===== config.mk =====
export PLATFORM = sky130hd
export DESIGN_NAME = frame_streamer_flat
export DESIGN_NICKNAME = d
export VERILOG_FILES = /design/src/rtl/frame_streamer_if.sv /design/src/rtl/frame_streamer.sv /design/src/flat_wrapper.sv
export SDC_FILE = /design/constraint.sdc
export NUM_CORES = 1
export LEC_CHECK = 0
export ABC_AREA = 1
export CAP_MARGIN = 20
export CORE_MARGIN = 10
export CORE_UTILIZATION = 40
export DETAILED_ROUTE_END_ITERATION = 7
export HOLD_SLACK_MARGIN = 0.03
export PLACE_DENSITY = 0.72
export SYNTH_ARGS = -nofsm -noshare
export SYNTH_HDL_FRONTEND = slang
export SYNTH_SLANG_ARGS = --single-unit

===== constraint.sdc =====
create_clock -name clk -period 3.1 [get_ports clk]
set_clock_uncertainty 0.2 [all_clocks]
set_input_delay 0.62 -clock clk [delete_from_list [all_inputs] [get_ports clk]]
set_output_delay 0.62 -clock clk [all_outputs]
set_load 0.02 [all_outputs]

===== src/rtl/frame_streamer_if.sv =====
// dstream: valid/ready pixel stream carrying a W-bit payload.
// The producer drives data/valid through modport out, the consumer drives ready.
interface dstream #(
    parameter int W = 30
);
    logic [W-1:0] data;
    logic         valid;
    logic         ready;

    modport out (output data, output valid, input ready);
    modport in  (input data, input valid, output ready);
endinterface


===== src/rtl/frame_streamer.sv =====
// frame_streamer: reads a WIDTH x HEIGHT frame from a frame buffer in raster order
// and streams it out over a dstream, tagging start-of-frame and end-of-line.
// Reads are throttled so the 2-entry output FIFO can never overflow.
// Optional macro FRAME_STREAMER_LOOP_EN: stream frames back to back forever
// after a single start (DRAIN is then never entered).
module frame_streamer #(
    parameter int W      = 30,
    parameter int WIDTH  = 320,
    parameter int HEIGHT = 240
)(
    input  logic          clk,
    input  logic          rst_n,
    input  logic          start,
    output logic          rd_en,
    output logic [16:0]   rd_addr,
    input  logic [W-1:0]  rd_data,
    dstream.out           y,
    output logic          sof,
    output logic          eol,
    output logic          busy,
    output logic          frame_done
);
    localparam int          CW        = (WIDTH  > 1) ? $clog2(WIDTH)  : 1;
    localparam int          LW        = (HEIGHT > 1) ? $clog2(HEIGHT) : 1;
    localparam logic [16:0] LAST_ADDR = 17'(WIDTH * HEIGHT - 1);

    typedef enum logic [1:0] {IDLE, STREAM, DRAIN} state_t;

    // FIFO entry: pixel plus the raster tags that travel with it
    typedef struct packed {
        logic [W-1:0] data;
        logic         sof;
        logic         eol;
        logic         eof;
    } pix_t;

    state_t          state, state_nxt;
    logic [CW-1:0]   col;
    logic [LW-1:0]   line;
    logic            rd_vld_q;
    logic [2:0]      rd_tag_q;
    pix_t            fifo_mem [2];
    logic            wr_ptr, rd_ptr;
    logic [1:0]      count;
    logic            fifo_nempty;
    logic            push, pop;
    logic [2:0]      level;
    logic            tag_sof, tag_eol, tag_eof;
    pix_t            head;

    assign fifo_nempty = (count != 2'd0);
    assign head        = fifo_mem[rd_ptr];
    assign push        = rd_vld_q;
    assign pop         = fifo_nempty & y.ready;
    // Slots already committed once this cycle's transfer (if any) is accounted for
    assign level       = {1'b0, count} + {2'b0, rd_vld_q} - {2'b0, pop};

    assign tag_sof = (rd_addr == 17'd0);
    assign tag_eol = (col == CW'(WIDTH - 1));
    assign tag_eof = (rd_addr == LAST_ADDR);

    // Gate the head with valid so an empty FIFO presents an all-zero stream
    assign y.valid = fifo_nempty;
    assign y.data  = fifo_nempty ? head.data : '0;
    assign sof     = fifo_nempty & head.sof;
    assign eol     = fifo_nempty & head.eol;
    assign busy    = (state != IDLE);

    // State register
    always_ff @(posedge clk or negedge rst_n) begin
        if (!rst_n) state <= IDLE;
        else        state <= state_nxt;
    end

    // Next-state and read-strobe decode
    always_comb begin
        state_nxt = state;
        rd_en     = 1'b0;
        case (state)
            IDLE: begin
                if (start) state_nxt = STREAM;
            end
            STREAM: begin
                rd_en = (level < 3'd2);
                if (rd_en && tag_eof) begin
`ifdef FRAME_STREAMER_LOOP_EN
                    state_nxt = STREAM;
`else
                    state_nxt = DRAIN;
`endif
                end
            end
            DRAIN: begin
                if (pop && head.eof) state_nxt = IDLE;
            end
            default: state_nxt = IDLE;
        endcase
    end

    // Raster address and column/line counters; the last read wraps everything to 0
    always_ff @(posedge clk or negedge rst_n) begin
        if (!rst_n) begin
            rd_addr <= '0;
            col     <= '0;
            line    <= '0;
        end else if (rd_en) begin
            if (tag_eof) begin
                rd_addr <= '0;
                col     <= '0;
                line    <= '0;
            end else begin
                rd_addr <= rd_addr + 17'd1;
                if (tag_eol) begin
                    col  <= '0;
                    line <= (line == LW'(HEIGHT - 1)) ? '0 : line + LW'(1);
                end else begin
                    col  <= col + CW'(1);
                end
            end
        end
    end

    // One-deep read pipeline: marks the cycle rd_data is valid and carries its tags
    always_ff @(posedge clk or negedge rst_n) begin
        if (!rst_n) begin
            rd_vld_q <= 1'b0;
            rd_tag_q <= '0;
        end else begin
            rd_vld_q <= rd_en;
            if (rd_en) rd_tag_q <= {tag_sof, tag_eol, tag_eof};
        end
    end

    // 2-entry output FIFO; push and pop in the same cycle keep occupancy
    always_ff @(posedge clk or negedge rst_n) begin
        if (!rst_n) begin
            wr_ptr <= 1'b0;
            rd_ptr <= 1'b0;
            count  <= 2'd0;
            for (int i = 0; i < 2; i++) fifo_mem[i] <= '0;
        end else begin
            if (push) begin
                fifo_mem[wr_ptr] <= '{data: rd_data, sof: rd_tag_q[2],
                                      eol: rd_tag_q[1], eof: rd_tag_q[0]};
                wr_ptr <= ~wr_ptr;
            end
            if (pop) rd_ptr <= ~rd_ptr;
            count <= count + {1'b0, push} - {1'b0, pop};
        end
    end

    // Frame-complete pulse, one cycle after the last pixel transfers
    always_ff @(posedge clk or negedge rst_n) begin
        if (!rst_n) frame_done <= 1'b0;
        else        frame_done <= pop & head.eof;
    end
endmodule


===== src/flat_wrapper.sv =====
// flat-port wrapper written by rule: the top's interface ports become plain ports
module frame_streamer_flat 
#(
    parameter int W      = 30,
    parameter int WIDTH  = 320,
    parameter int HEIGHT = 240
)
  (clk, rst_n, start, rd_en, rd_addr, rd_data, sof, eol, busy, frame_done, y_data, y_valid, y_ready);
  dstream #(.W(W)) y_i ();
  input  logic clk;
  input  logic rst_n;
  input  logic start;
  output logic rd_en;
  output logic [16:0] rd_addr;
  input  logic [W-1:0] rd_data;
  output logic sof;
  output logic eol;
  output logic busy;
  output logic frame_done;
  output wire logic [$bits(y_i.data)-1:0] y_data;
  output wire logic [$bits(y_i.valid)-1:0] y_valid;
  input wire logic [$bits(y_i.ready)-1:0] y_ready;
  assign y_data = y_i.data;
  assign y_valid = y_i.valid;
  assign y_i.ready = y_ready;
  frame_streamer #(.W(W), .WIDTH(WIDTH), .HEIGHT(HEIGHT)) u_core (.clk(clk), .rst_n(rst_n), .start(start), .rd_en(rd_en), .rd_addr(rd_addr), .rd_data(rd_data), .y(y_i), .sof(sof), .eol(eol), .busy(busy), .frame_done(frame_done));
endmodule

### Word level (Yosys, flattened, before mapping)

Cells that the tools add are included.

* bits in registers: 103
* input port bits: 34
* logic and storage cells: 65

* add/sub/neg operators: 6
* $lt $le $gt $ge: 4
* equal/unequal tests: 7
* multiplexer cells: 15
* bitwise logic cells: 8
* reduce and logical (&&, ||, !) cells: 8

Operators with widths (number)
* $mux 33: 4
* $bwmux 66: 1
* $demux 33 s1: 1
* $mux 30: 1
* $mux 9: 2
* $add 17x1->17 const B: 1
* $eq 17x17->1 const B: 1
* $logic_not 17->1: 1
* $mux 17: 1
* $add 9x1->9 const B: 1
* $eq 9x9->1 const B: 1
* $mux 2: 3
* $pmux 2 s3: 1
* $and 1x1->1: 4
* $ge 2x2->1 const B: 2
* $ne 2x1->1 const B: 2
* $not 1->2: 2
* $reduce_bool 2->1: 2
* $add 2x1->3: 1
* $logic_and 1x1->1: 3
* $lt 3x2->1 const B: 1
* $reduce_and 3->1: 1
* $sub 3x1->3: 1
* $add 2x1->2: 1
* other kinds (8): 9

### Longest topological paths before layout

* word-level depth: 7
* gate-level depth with buffers: 15
* mapped depth without buffers: 15

### Worst setup path before layout

No wires, ideal clock.

* path kind: input to output
* start point: input port y_ready
* end point: output port rd_en
* arrival: 2.211 ns
* data required time: 2.280 ns
* setup slack: 0.069 ns
* stages: 11
* buffers on the path: 2
* path through: inv_1 nor2_1 ha_1 inv_1 ha_1 fa_1 inv_1 nand3_4 inv_2 buf_6 buf_6

* longest elaborated chain between the ends: 4

RTL lines
* from (decl): line flat_wrapper.sv:22 `input wire logic [$bits(y_i.ready)-1:0] y_ready;`
* $and 1x1->1: line frame_streamer.sv:54 `assign pop = fifo_nempty & y.ready;`
* via u_core.pop: line frame_streamer.sv:46 `logic push, pop;`
* $sub 3x1->3: line frame_streamer.sv:56 `assign level = {1'b0, count} + {2'b0, rd_vld_q} - {2'b0, pop};`
* via u_core.level[1]: line frame_streamer.sv:47 `logic [2:0] level;`
* $lt 3x2->1: line frame_streamer.sv:84 `rd_en = (level < 3'd2);`
* $mux 1: line frame_streamer.sv:79 `case (state)`
* to (decl): line flat_wrapper.sv:13 `output logic rd_en;`

The timed path passes the listed nets, and every way through them passes these cells.

### Worst setup path after layout

* start point: register u_core.count[1]
* end point: output port rd_en

* longest elaborated chain between the ends: 5
* elaborated cells between the ends (all ways): 6
* those cells by class: add/sub: 2; order compare: 1; mux: 1; bitwise: 1; reduce/logical: 1

RTL lines
* from (decl): line frame_streamer.sv:44 `logic [1:0] count;`
* from (signal assigned): line frame_streamer.sv:148 `count <= count + {1'b0, push} - {1'b0, pop};`
* $reduce_bool 2->1: line frame_streamer.sv:51 `assign fifo_nempty = (count != 2'd0);`
* $and 1x1->1: line frame_streamer.sv:54
* via u_core.pop: line frame_streamer.sv:46
* $sub 3x1->3: line frame_streamer.sv:56
* $lt 3x2->1: line frame_streamer.sv:84
* $mux 1: line frame_streamer.sv:79

The timed path passes the listed nets, and every way through them passes these cells.

==> flow_summary.json <==
{
  "synth_area_leaders": "dfrtp_1, nand2_1, o21ai_0",
  "grt-ovfl-total": 0,
  "avgRoutedWirePerCell_um": 14.37,
  "path_cells": "nor2_4, nor2_4, ha_4, inv_2, ha_4, fa_2, nand2_2, inv_2, nor2_4, nand3_4, inv_4, buf_6",
  "p_sw_mw": 1.636,
  "critPathCaptureType": "primary output",
  "syn_area_per_cell_um2": 7.718,
  "cts_tree": "yes",
  "final_layout_size_suffix_gt1_share_pct": 9.711,
  "drv_cap": 0,
  "critPathMaxStageDelay_ps": 410,
  "hold_violations": 0,
  "final_cell_mix": "nand2_1, dfrtp_1, clkdlybuf4s50_1",
  "crit_arrival_ps": 2270,
  "grt_pass1_vias": 4477,
  "p_per_area_nw_per_um2": 681.7,
  "dp.cells": 898,
  "slew_viol_final": 0,
  "ant_nets": 0,
  "htree_levels": 3,
  "antenna_found_initial": 0,
  "layout_commonest_cell": "nand2_1",
  "fin_tns_setup_ps": 0,
  "vias_per_cell": 4.912,
  "sequentialPowerShare_pct": 30.7,
  "die_w_um": 132.8,
  "drtIter0Drc": 413,
  "worstMarginPinSlew_ps": 658.3,
  "wirelength_um": 13420,
  "crit_fanout": 2,
  "p_int_mw": 2.874,
  "peakVddDrop_mv": 0.3393,
  "place_congestion": 0.8644,
  "insertion_delay_ps": 350,
  "p_sw_share_pct": 36.28,
  "layout.nets": 797,
  "die_h_um": 132.8,
  "instances_no_fill": 934,
  "clock_path_buffers": 2,
  "syn2layout_area_growth_pct": 30.09,
  "synth_top_area_cell": "dfrtp_1",
  "cpMostUsedCell": "nor2_4",
  "slew_headroom_pct": 56.11,
  "hpwl_um": 8990,
  "path_clk_slew_ps": 60,
  "via_count": 4588,
  "hold_path_class": "in -> async",
  "core_area_um2": 12520,
  "antenna_cells": 0,
  "cts_buffers": 9,
  "io_buffers": 86,
  "seq_area_frac_synth_pct": 50.68,
  "cp-startpoint": "u_core.count[1]$_DFF_PN0_",
  "grt_usage_pct": 15.30,
  "synth_cell_types": 27,
  "cp_slowest_cell": "dfrtp_1",
  "pwr-share-clk_pct": 24.8,
  "synth_fp_nets": 699,
  "crit_buf_inv": 4,
  "synthCells": 659,
  "final.min_clock_period_ps": 3093,
  "worst-setup-path-type": "reg -> out",
  "finalSetupViolations": 0,
  "yosysTopAreaCellShare_pct": 50.68,
  "postCtsHoldBufs": 0,
  "rows": 41,
  "grt_setup_unrepaired": "true",
  "required_ps": 2280,
  "outcome": "complete, no violations",
  "path_delay_family": "adder cells",
  "clock-sinks": 103,
  "post-route-period-util_pct": 99.78,
  "combPwrFrac_pct": 44.5,
  "die_area_um2": 17630,
  "grt_max_degree": 67,
  "drc": 0,
  "worstReg2RegStart": "u_core.count[1]$_DFF_PN0_",
  "pin_count": 87,
  "fmaxAchievable_mhz": 323.3,
  "ys_warn_count": 0,
  "p_leak_nw": 3.442,
  "fin_total_pwr_mw": 4.510,
  "start_kind": "flop",
  "syn-cell-area_um2": 5086,
  "clockRootBuffer": "clkbuf_16",
  "firstDrtPassIters": 4,
  "grt_pass1_wl_um": 22600,
  "initial_utilization_pct": 40.63,
  "ys_seq_elements": 103
}
[timing repair]
action | CTS | global route
pin swaps | 8 | 8
buffers inserted | 20 | 0
setup endpoints to repair | 8 | 4
gates resized for setup | 15 | 10
[power by group through the flow]
stage	clock network, mW	logic [mW]	registers (mW)
3_3_place_gp	0	1.85	1.40
4_1_cts	1.14	1.99	1.38
5_1_grt	1.20	2.18	1.38
2_1_floorplan	0	0.982	1.40
3_5_place_dp	0	1.87	1.40
6_report	1.12	2.01	1.38
[area by class of cell]
| type | instances | area (um^2) |
|---|---|---|
| Tap cell | 172 | 215.2 |
| Multi-Input combinational cell | 440 | 2086 |
| Sequential cell | 103 | 2577 |
| Fill cell | 1217 | 5901 |
| Clock buffer | 11 | 232.7 |
| Inverter | 86 | 325.3 |
| Clock inverter | 5 | 58.81 |
| Timing Repair Buffer | 117 | 1121 |
[registers in the layout (all words and copies together) (netlist names)]
| name | cells |
|---|---|
| u_core.state | 2 |
| u_core.frame_done | 1 |
| u_core.count | 2 |
| u_core.col | 9 |
| u_core.rd_addr | 17 |
| u_core.wr_ptr | 1 |
| u_core.fifo_mem | 66 |
| u_core.rd_tag_q | 3 |
| u_core.rd_ptr | 1 |
| u_core.push | 1 |
[Yosys cell counts]
master    instances
o31ai_1           1
nor2_2            3
inv_1            85
nor2_1           37
nand3_1          33
nor3_2            1
a21oi_1          33
fa_1              1
nand2_2           3
buf_1             1
nor2_4            2
or2_2             4
nand4_1          11
xor2_1            5
nand3_4           1
buf_6             4
nand2_1         207
a21boi_1          1
dfrtp_1         103
nor3_1            4
clkbuf_1         15
nor4_1            1
ha_1              5
o21ai_0          76
o21ai_1          11
buf_2            10
inv_2             1
[worst paths after layout]
check | end | slack [ps] | depth (start not counted)
min reg2reg | u_core.rd_tag_q[2]$_DFFE_PN0P_ | 280 | 2
max | rd_en | 7 | 12
min | u_core.fifo_mem[38]$_DFFE_PN0P_ | 100 | 1
max reg2reg | u_core.state[1]$_DFFE_PN0P_ | 80 | 20
max in group asynchronous | u_core.fifo_mem[58]$_DFFE_PN0P_ | 1850 | 2
min in group clk | u_core.rd_tag_q[2]$_DFFE_PN0P_ | 280 | 2
[cells by family (layout without fill, tap and decap cells)]
logic type / count (synthesis) / count (layout) / share of synthesized area (%)
simple gates: 307 / 307 / 25.34
fa+ha+maj: 6 / 6 / 1.624
buf+inv: 116 / 219 / 9.397
flops: 103 / 103 / 50.68
xor+xnor: 5 / 5 / 0.8610
compound gates: 122 / 122 / 12.10
[metal layers]
metal	wire length, um	global-route usage [%]	vias to the layer above
li1	-	-	2273
met1	6328	20.73	2178
met2	6217	23.72	124
met3	745	3.331	13
met4	130	5.073	0
met5	0	0	-
[per-stage QoR]
| step | area (um^2) | util, % | setup WS (ps) | hold slack (ps) |
|---|---|---|---|---|
| 2_1_floorplan | 5086 | - | 69.42 | 124.4 |
| 3_3_place_gp | 6090 | 48.65 | -862.4 | 261.4 |
| 3_5_place_dp | 6090 | 48.65 | -881.7 | 273.0 |
| 4_1_cts | 6538 | 52.23 | -34.37 | 131.1 |
| 5_1_grt | 6616 | 52.86 | -93.50 | 166.7 |
| 6_report | 6616 | 52.86 | 6.688 | 97.52 |
[worst register-to-register path: cells and delay by family (launching register included)]
kind / cells / cell delay (ps)
compound gates: 1 / 180
simple gates: 3 / 270
flops: 1 / 410
buf+inv: 16 / 1880
No activity file was read; power rests on OpenSTA's default activity.
